## config.mk

```make
export PLATFORM = sky130hd
export DESIGN_NAME = shift_rotate_pipe
export DESIGN_NICKNAME = d
export VERILOG_FILES = /design/src/rtl/shift_pkg.sv /design/src/rtl/shift_stage.sv /design/src/rtl/shift_rotate_pipe.sv
export SDC_FILE = /design/constraint.sdc
export NUM_CORES = 1
export LEC_CHECK = 0
export ABC_CLOCK_PERIOD_IN_PS = 2050
export BUFFER_PORTS_ARGS = -buffer_cell sky130_fd_sc_hd__buf_2
export CORE_UTILIZATION = 63
export CTS_BUF_LIST = sky130_fd_sc_hd__clkbuf_8
export DETAILED_ROUTE_END_ITERATION = 8
export MAX_ROUTING_LAYER = met4
export PLACE_DENSITY = 0.87
export SYNTH_ARGS = -nofsm -noshare
export SYNTH_HDL_FRONTEND = slang
export SYNTH_SLANG_ARGS = --single-unit
```

## constraint.sdc

```tcl
create_clock -name clk -period 2.05 [get_ports clk]
set_input_delay 0 -clock clk [delete_from_list [all_inputs] [get_ports clk]]
set_output_delay 0 -clock clk [all_outputs]
set_load 0.01 [all_outputs]
```

## src/rtl/shift_pkg.sv

```systemverilog
// Shared op codes and the per-stage record for shift_rotate_pipe.
// SHIFT_FLAGS_EN adds the carry/zero fields carried down the pipeline.
package shift_pkg;

  localparam int OP_W      = 3;
  localparam int MAX_W     = 64;
  localparam int MAX_LOGW  = 6;
  localparam int MAX_TAG_W = 16;

  typedef enum logic [OP_W-1:0] {
    OP_ROL = 3'd0,
    OP_ROR = 3'd1,
    OP_SHL = 3'd2,
    OP_SHR = 3'd3,
    OP_SRA = 3'd4
  } op_e;

  // Sized for the widest configuration; narrower builds leave the upper bits at zero.
  typedef struct packed {
    logic [MAX_W-1:0]     data;
    logic [OP_W-1:0]      op;
    logic [MAX_LOGW-1:0]  amt;
    logic [MAX_TAG_W-1:0] tag;
    logic                 valid;
    logic                 fill;
`ifdef SHIFT_FLAGS_EN
    logic                 carry;
    logic                 zero;
`endif
  } stage_rec_t;

  // Codes above SRA are pass-through and never move the operand.
  function automatic logic is_move_op(input logic [OP_W-1:0] op);
    return op <= OP_SRA;
  endfunction

endpackage

```

## src/rtl/shift_stage.sv

```systemverilog
// One registered barrel stage: moves the operand by 2**K when residual amount bit K is set.
// With SHIFT_FLAGS_EN the stage also tracks the last bit shifted out and the zero flag.
module shift_stage
  import shift_pkg::*;
#(
  parameter int WIDTH = 32,
  parameter int K     = 0
) (
  input  logic       clk,
  input  logic       rst_n,
  input  logic       i_adv,
  input  stage_rec_t i_rec,
  output stage_rec_t o_rec
);

  localparam int S = 1 << K;

  logic [WIDTH-1:0] w_d;
  logic [WIDTH-1:0] w_mv;
  logic             w_act;
  stage_rec_t       w_nxt;
  stage_rec_t       r_rec;

  always_comb begin
    w_d   = i_rec.data[WIDTH-1:0];
    w_act = i_rec.amt[K] && is_move_op(i_rec.op);
    w_mv  = w_d;
    if (w_act) begin
      case (i_rec.op)
        OP_ROL:  w_mv = {w_d[WIDTH-S-1:0], w_d[WIDTH-1:WIDTH-S]};
        OP_ROR:  w_mv = {w_d[S-1:0], w_d[WIDTH-1:S]};
        OP_SHL:  w_mv = {w_d[WIDTH-S-1:0], {S{1'b0}}};
        OP_SHR:  w_mv = {{S{1'b0}}, w_d[WIDTH-1:S]};
        OP_SRA:  w_mv = {{S{i_rec.fill}}, w_d[WIDTH-1:S]};
        default: w_mv = w_d;
      endcase
    end
  end

`ifdef SHIFT_FLAGS_EN
  logic w_co;

  // Left moves lose bit WIDTH-S last, right moves lose bit S-1 last; rotates see the same bit land at the far end.
  always_comb begin
    w_co = i_rec.carry;
    if (w_act) begin
      case (i_rec.op)
        OP_ROL, OP_SHL: w_co = w_d[WIDTH-S];
        default:        w_co = w_d[S-1];
      endcase
    end
  end
`endif

  always_comb begin
    w_nxt                 = i_rec;
    w_nxt.data[WIDTH-1:0] = w_mv;
    w_nxt.amt[K]          = 1'b0;
`ifdef SHIFT_FLAGS_EN
    w_nxt.carry           = w_co;
    w_nxt.zero            = (w_mv == '0);
`endif
  end

  // Bubbles only clear valid, so the payload of the last real operation stays visible.
  always_ff @(posedge clk or negedge rst_n) begin
    if (!rst_n) begin
      r_rec <= '0;
    end else if (i_adv) begin
      if (i_rec.valid) begin
        r_rec <= w_nxt;
      end else begin
        r_rec.valid <= 1'b0;
      end
    end
  end

  assign o_rec = r_rec;

endmodule

```

## src/rtl/shift_rotate_pipe.sv

```systemverilog
// Pipelined ROL/ROR/SHL/SHR/SRA unit: one registered barrel stage per amount bit, tag passed through.
// Define SHIFT_FLAGS_EN to add the registered out_carry / out_zero flags. WIDTH <= 64, TAG_W <= 16.
module shift_rotate_pipe
  import shift_pkg::*;
#(
  parameter  int WIDTH = 32,
  parameter  int TAG_W = 4,
  localparam int LOGW  = $clog2(WIDTH)
) (
  input  logic             clk,
  input  logic             rst_n,
  input  logic             in_valid,
  output logic             in_ready,
  input  logic [2:0]       in_op,
  input  logic [WIDTH-1:0] in_data,
  input  logic [LOGW-1:0]  in_amt,
  input  logic [TAG_W-1:0] in_tag,
  output logic             out_valid,
  input  logic             out_ready,
  output logic [WIDTH-1:0] out_data,
  output logic [TAG_W-1:0] out_tag
`ifdef SHIFT_FLAGS_EN
  ,
  output logic             out_carry,
  output logic             out_zero
`endif
);

  stage_rec_t w_in;
  stage_rec_t w_stg [LOGW];
  logic       w_adv;
  logic       w_unused_rec;

  // Whole pipeline freezes only while a finished result waits for its consumer.
  assign w_adv    = !(w_stg[LOGW-1].valid && !out_ready);
  assign in_ready = w_adv;

  always_comb begin
    w_in                  = '0;
    w_in.data[WIDTH-1:0]  = in_data;
    w_in.op               = in_op;
    w_in.amt[LOGW-1:0]    = in_amt;
    w_in.tag[TAG_W-1:0]   = in_tag;
    w_in.valid            = in_valid;
    w_in.fill             = in_data[WIDTH-1];
  end

  for (genvar k = 0; k < LOGW; k++) begin : g_stage
    if (k == 0) begin : g_first
      shift_stage #(
        .WIDTH (WIDTH),
        .K     (k)
      ) u_stage (
        .clk   (clk),
        .rst_n (rst_n),
        .i_adv (w_adv),
        .i_rec (w_in),
        .o_rec (w_stg[k])
      );
    end else begin : g_next
      shift_stage #(
        .WIDTH (WIDTH),
        .K     (k)
      ) u_stage (
        .clk   (clk),
        .rst_n (rst_n),
        .i_adv (w_adv),
        .i_rec (w_stg[k-1]),
        .o_rec (w_stg[k])
      );
    end
  end

  assign out_valid = w_stg[LOGW-1].valid;
  assign out_data  = w_stg[LOGW-1].data[WIDTH-1:0];
  assign out_tag   = w_stg[LOGW-1].tag[TAG_W-1:0];
`ifdef SHIFT_FLAGS_EN
  assign out_carry = w_stg[LOGW-1].carry;
  assign out_zero  = w_stg[LOGW-1].zero;
`endif

  // Residual amount, op and padding bits of the final record have no consumer.
  assign w_unused_rec = ^w_stg[LOGW-1];

endmodule

```

Word-level counts from Yosys, hierarchy flattened
Index checks and enable logic that the tools add are counted.

Bits in registers: 211. Output and inout bits: 38. Logic and storage cells: 87.

Magnitude comparators: 5. Eq/ne operators: 20. Multiplexer cells: 15. Bitwise gates (word level): 1. Reduce and logical (&&, ||, !) cells: 19.

Operators by type and width (count): $pmux W32 S5 (4); $mux W32 (5); $pmux W32 S4 (1); $eq A3 B2 Y1 const B (10); $eq A3 B1 Y1 const B (5); $eq A3 B3 Y1 const B (5); $le A3 B3 Y1 const B (5); $logic_not A3 Y1 (5); $reduce_and A2 Y1 (5); $logic_and A1 B1 Y1 (6); $mux W1 (5); $logic_not A1 Y1 (2); $reduce_or A2 Y1 (1); $not A1 Y1 (1).

Depth between registers and ports, before layout
Depth after elaboration: 4. Mapped depth: 9. Gate-level depth less buffers: 5.

By module
From an unflattened synthesis, not the netlist that was laid out.

Cell total of the unflattened synthesis: 2413. Area total of the unflattened synthesis: 21835.9 µm².

By module, submodules not included: shift_stage (g_stage[3].g_next.u_stage) (times used 1, cells an instance 508, area an instance 4590.7 µm²); shift_stage (g_stage[2].g_next.u_stage) (times used 1, cells an instance 489, area an instance 4445.5 µm²); shift_stage (g_stage[0].g_first.u_stage) (times used 1, cells an instance 480, area an instance 4384.2 µm²); shift_stage (g_stage[1].g_next.u_stage) (times used 1, cells an instance 482, area an instance 4381.7 µm²); shift_stage (g_stage[4].g_next.u_stage) (times used 1, cells an instance 452, area an instance 4023.9 µm²); shift_rotate_pipe (times used 1, cells an instance 2, area an instance 10.0 µm²).

Worst setup path before layout
OpenSTA, ideal clock, no wires.

Path type: reg2reg. From: reg g_stage[4].g_next.u_stage.r_rec, in the netlist g_stage[4].g_next.u_stage.o_rec[1]. To: reg g_stage[3].g_next.u_stage.r_rec, in the netlist g_stage[3].g_next.u_stage.o_rec[51]. Arrival: 1497 ps. Required time: 1927 ps. Setup slack: 430 ps. Cell stages (with the launch flop): 9. Clock period less this slack: 1620 ps. Cell sequence: dfrtp_1 nor2b_4 buf_6 inv_2 buf_6 buf_2 o2111ai_2 o21bai_1 o221a_2.

Cells in the longest elaborated chain, start to end: 3.

Ends and longest elaborated chain: start, declared (line shift_stage.sv:22) `stage_rec_t r_rec;`; start signal, assigned (line shift_stage.sv:71) `r_rec <= w_nxt;`; $logic_and A1 B1 Y1 (line shift_rotate_pipe.sv:35) `assign w_adv = !(w_stg[LOGW-1].valid && !out_ready);`; $not A1 Y1 (no line); $reduce_and A2 Y1 (no line); end signal, assigned (line shift_stage.sv:71); end, declared (line shift_stage.sv:22).

No other way between the ends. A chain may end at the register's enable or synchronous reset.

Final worst setup path
From: reg g_stage[4].g_next.u_stage.r_rec, in the netlist g_stage[4].g_next.u_stage.o_rec[1]. To: reg g_stage[3].g_next.u_stage.r_rec, in the netlist g_stage[3].g_next.u_stage.o_rec[55].

Same word-level chain as after synthesis.

==> qor.yml <==
placed_area_um2: 11800
start_kind: "flip-flop"
htree_levels: 2
maxSlewViolCount: 0
worst_pin_slew_ns: 0.762
gp_congestion: 0.965
p_total_uw: 21200
drive_gt1_frac: 0.200
synth_top_area_frac: 0.471
place_inst: 1363
max_slew_margin: 0.490
start_util: 0.646
port_buffers: 85
grt_max_degree: 63
rows: 48
critPathMaxStageDelay_ns: 0.38
synth_area_leaders: "dfrtp_1 (47%), o21ai_0 (5.0%), mux2_2 (3.8%), o221ai_1 (3.3%), o22ai_1 (3.2%)"
grt_pass1_wl_mm: 51.7
cts_tree: "built"
clkTransAtPathRegs_ns: 0.06
num_vias: 10371
crit_required_ns: 2.46
utilization: 0.746
critPathKind: "reg2reg"
hp-class: "in2async"
synth.distinct_cells: 54
ys_seq_area_frac: 0.471
final_common_cell: "dfrtp_1"
wl_per_cell_um: 21.6
vdd_drop_max_v: 0.000912
n_antenna_cell: 0
finalNetCount: 1274
cp_max_fo: 32
syn_nets: 1184
wl_mm: 31.9
powerDensity_nw_per_um2: 1640
syn_area_per_cell_um2: 9.87
synth_edf_count: 0
cp.arrival_ns: 2.28
synthCells: 1136
crit_slowest_cell: "dfrtp_1"
layout_min_cycle_time_ns: 1.87
fin_setup_tns_ns: 0
die_h_um: 135
firstDrtPassIters: 5
hpwl_mm: 20.2
clk_latency_ns: 0.55
fillers: 1168
synth_area_um2: 11200
grt_usage: 0.368
skew_ns: 0.0277
setup_viol: 0
fmax_mhz: 535
avgViaCountPerCell: 7.02
cts_buffers: 37
ys_warn_count: 0
final_cell_mix: "dfrtp_1 (211), o21ai_0 (111), nand2_1 (87)"
fin_cells: 1478
antenna_found_initial: 0
path_cells: "nor2b_4 -> inv_2 -> and2_4 -> nand2_1 -> buf_12 -> o221a_2"
coreArea_um2: 17400
cts.sinks: 211
ant_nets: 0
ys_async_sr_fraction: 1.00
fin_area_um2: 13000
end_kind: "flip-flop"
area_growth_pct: 15.5
outcome: "complete, no violations"
grt_overflow: 0
io_pins: 86
netlist.top_cell.by_area: "dfrtp_1"
synthFlopType: "dfrtp_1"
drtIter0Drc: 1244
cts_root_buf: "clkbuf_8"
synth-seq-cells: 211
clock_path_buffers: 3
cap_violations: 0
p_leak_uw: 0.00521
grt_pass1_vias: 9759
drc_errors: 0
finalHoldViolCount: 0
fin_crit_sh: 0.912
dieArea_um2: 18300
die_w_um: 135
rsz0062_at_grt: "false"
==> worst max-delay path: cells and delay by family (launching register included) <==
kind | cells | cell delay (ns)
simple gates | 3 | 0.68
flops | 1 | 0.38
compound gates | 1 | 0.25
buf+inv | 2 | 0.41
==> repair_timing <==
item,4_1_cts,5_1_grt
gates resized for setup,0,2
hold endpoints to repair,257,0
setup endpoints to repair,0,25
hold buffers,47,0
buffers inserted,0,2
==> per-layer routing <==
layer / track usage / share of wire / up-vias
li1: - / - / 4632
met1: 0.469 / 0.40 / 5020
met2: 0.585 / 0.49 / 616
met3: 0.0505 / 0.075 / 103
met4: 0.173 / 0.040 / 0
met5: - / 0 / -
==> area by class of cell <==
class                           count  area (um2)  share of cell area
Multi-Input combinational cell    789        5310               0.410
Sequential cell                   211        5280               0.408
Timing Repair Buffer              176        1370               0.105
Inverter                           11        41.3             0.00319
Tap cell                          225         282              0.0217
Clock buffer                       41         564              0.0436
Clock inverter                     25         114             0.00879
==> final timing paths <==
path                                                           from  slack [ns]  depth (start not counted)                                    to
min in group clk                                           in_op[2]        0.07                          5  g_stage[0].g_first.u_stage.o_rec[27]
worst min register to register  g_stage[4].g_next.u_stage.o_rec[39]        0.46                          2   g_stage[4].g_next.u_stage.o_rec[39]
worst min-delay path                                          rst_n        0.07                          3   g_stage[4].g_next.u_stage.o_rec[31]
max in group asynchronous                                     rst_n        1.59                          3   g_stage[2].g_next.u_stage.o_rec[45]
worst max-delay path             g_stage[4].g_next.u_stage.o_rec[1]        0.18                          6   g_stage[3].g_next.u_stage.o_rec[55]
worst max register to register   g_stage[4].g_next.u_stage.o_rec[1]        0.18                          6   g_stage[3].g_next.u_stage.o_rec[55]
==> Yosys cell counts (11+ instances only) <==
library cell / count
o21a_1: 13
o32a_1: 16
o22ai_1: 58
o221a_2: 23
nor2_1: 47
a2bb2oi_1: 24
a211oi_1: 30
buf_4: 11
nand2b_1: 12
o211ai_1: 21
a31oi_1: 30
a221oi_1: 29
dfrtp_1: 211
a22oi_1: 17
o221ai_1: 42
mux2_2: 38
o21ai_0: 111
a21oi_1: 66
nand2_1: 87
clkbuf_1: 57
a221o_1: 28
nor2b_1: 25
buf_2: 48
==> report_power, final <==
| group | internal (uW) | switching [uW] |
|---|---|---|
| sequential | 6060 | 2410 |
| combinational | 4270 | 4880 |
| clock | 1850 | 1750 |
| total | 12200 | 9030 |
==> state kept, by name, indices dropped and copies added (netlist names) <==
register / count
g_stage.g_first.u_stage.o_rec: 45
g_stage.g_next.u_stage.o_rec: 166
==> stage by stage <==
| stage | setup WS [ns] | hold WS (ns) |
|---|---|---|
| 6_report | 0.180 | 0.0672 |
| 4_1_cts | 0.0810 | 0.0496 |
| 3_3_place_gp | 0.174 | -0.0256 |
| 3_5_place_dp | 0.0768 | -0.0226 |
| 2_1_floorplan | 0.430 | -0.296 |
| 5_1_grt | 0.0818 | 0.0919 |
==> cell families after synthesis <==
kind of cell	Yosys count	synth area share
and+or+nand+nor	199	0.0837
buffers and inverters	136	0.0572
muxes	39	0.0390
AOI/OAI and AO/OA	551	0.349
DFF	211	0.471
(Power assumes the default switching activity.)
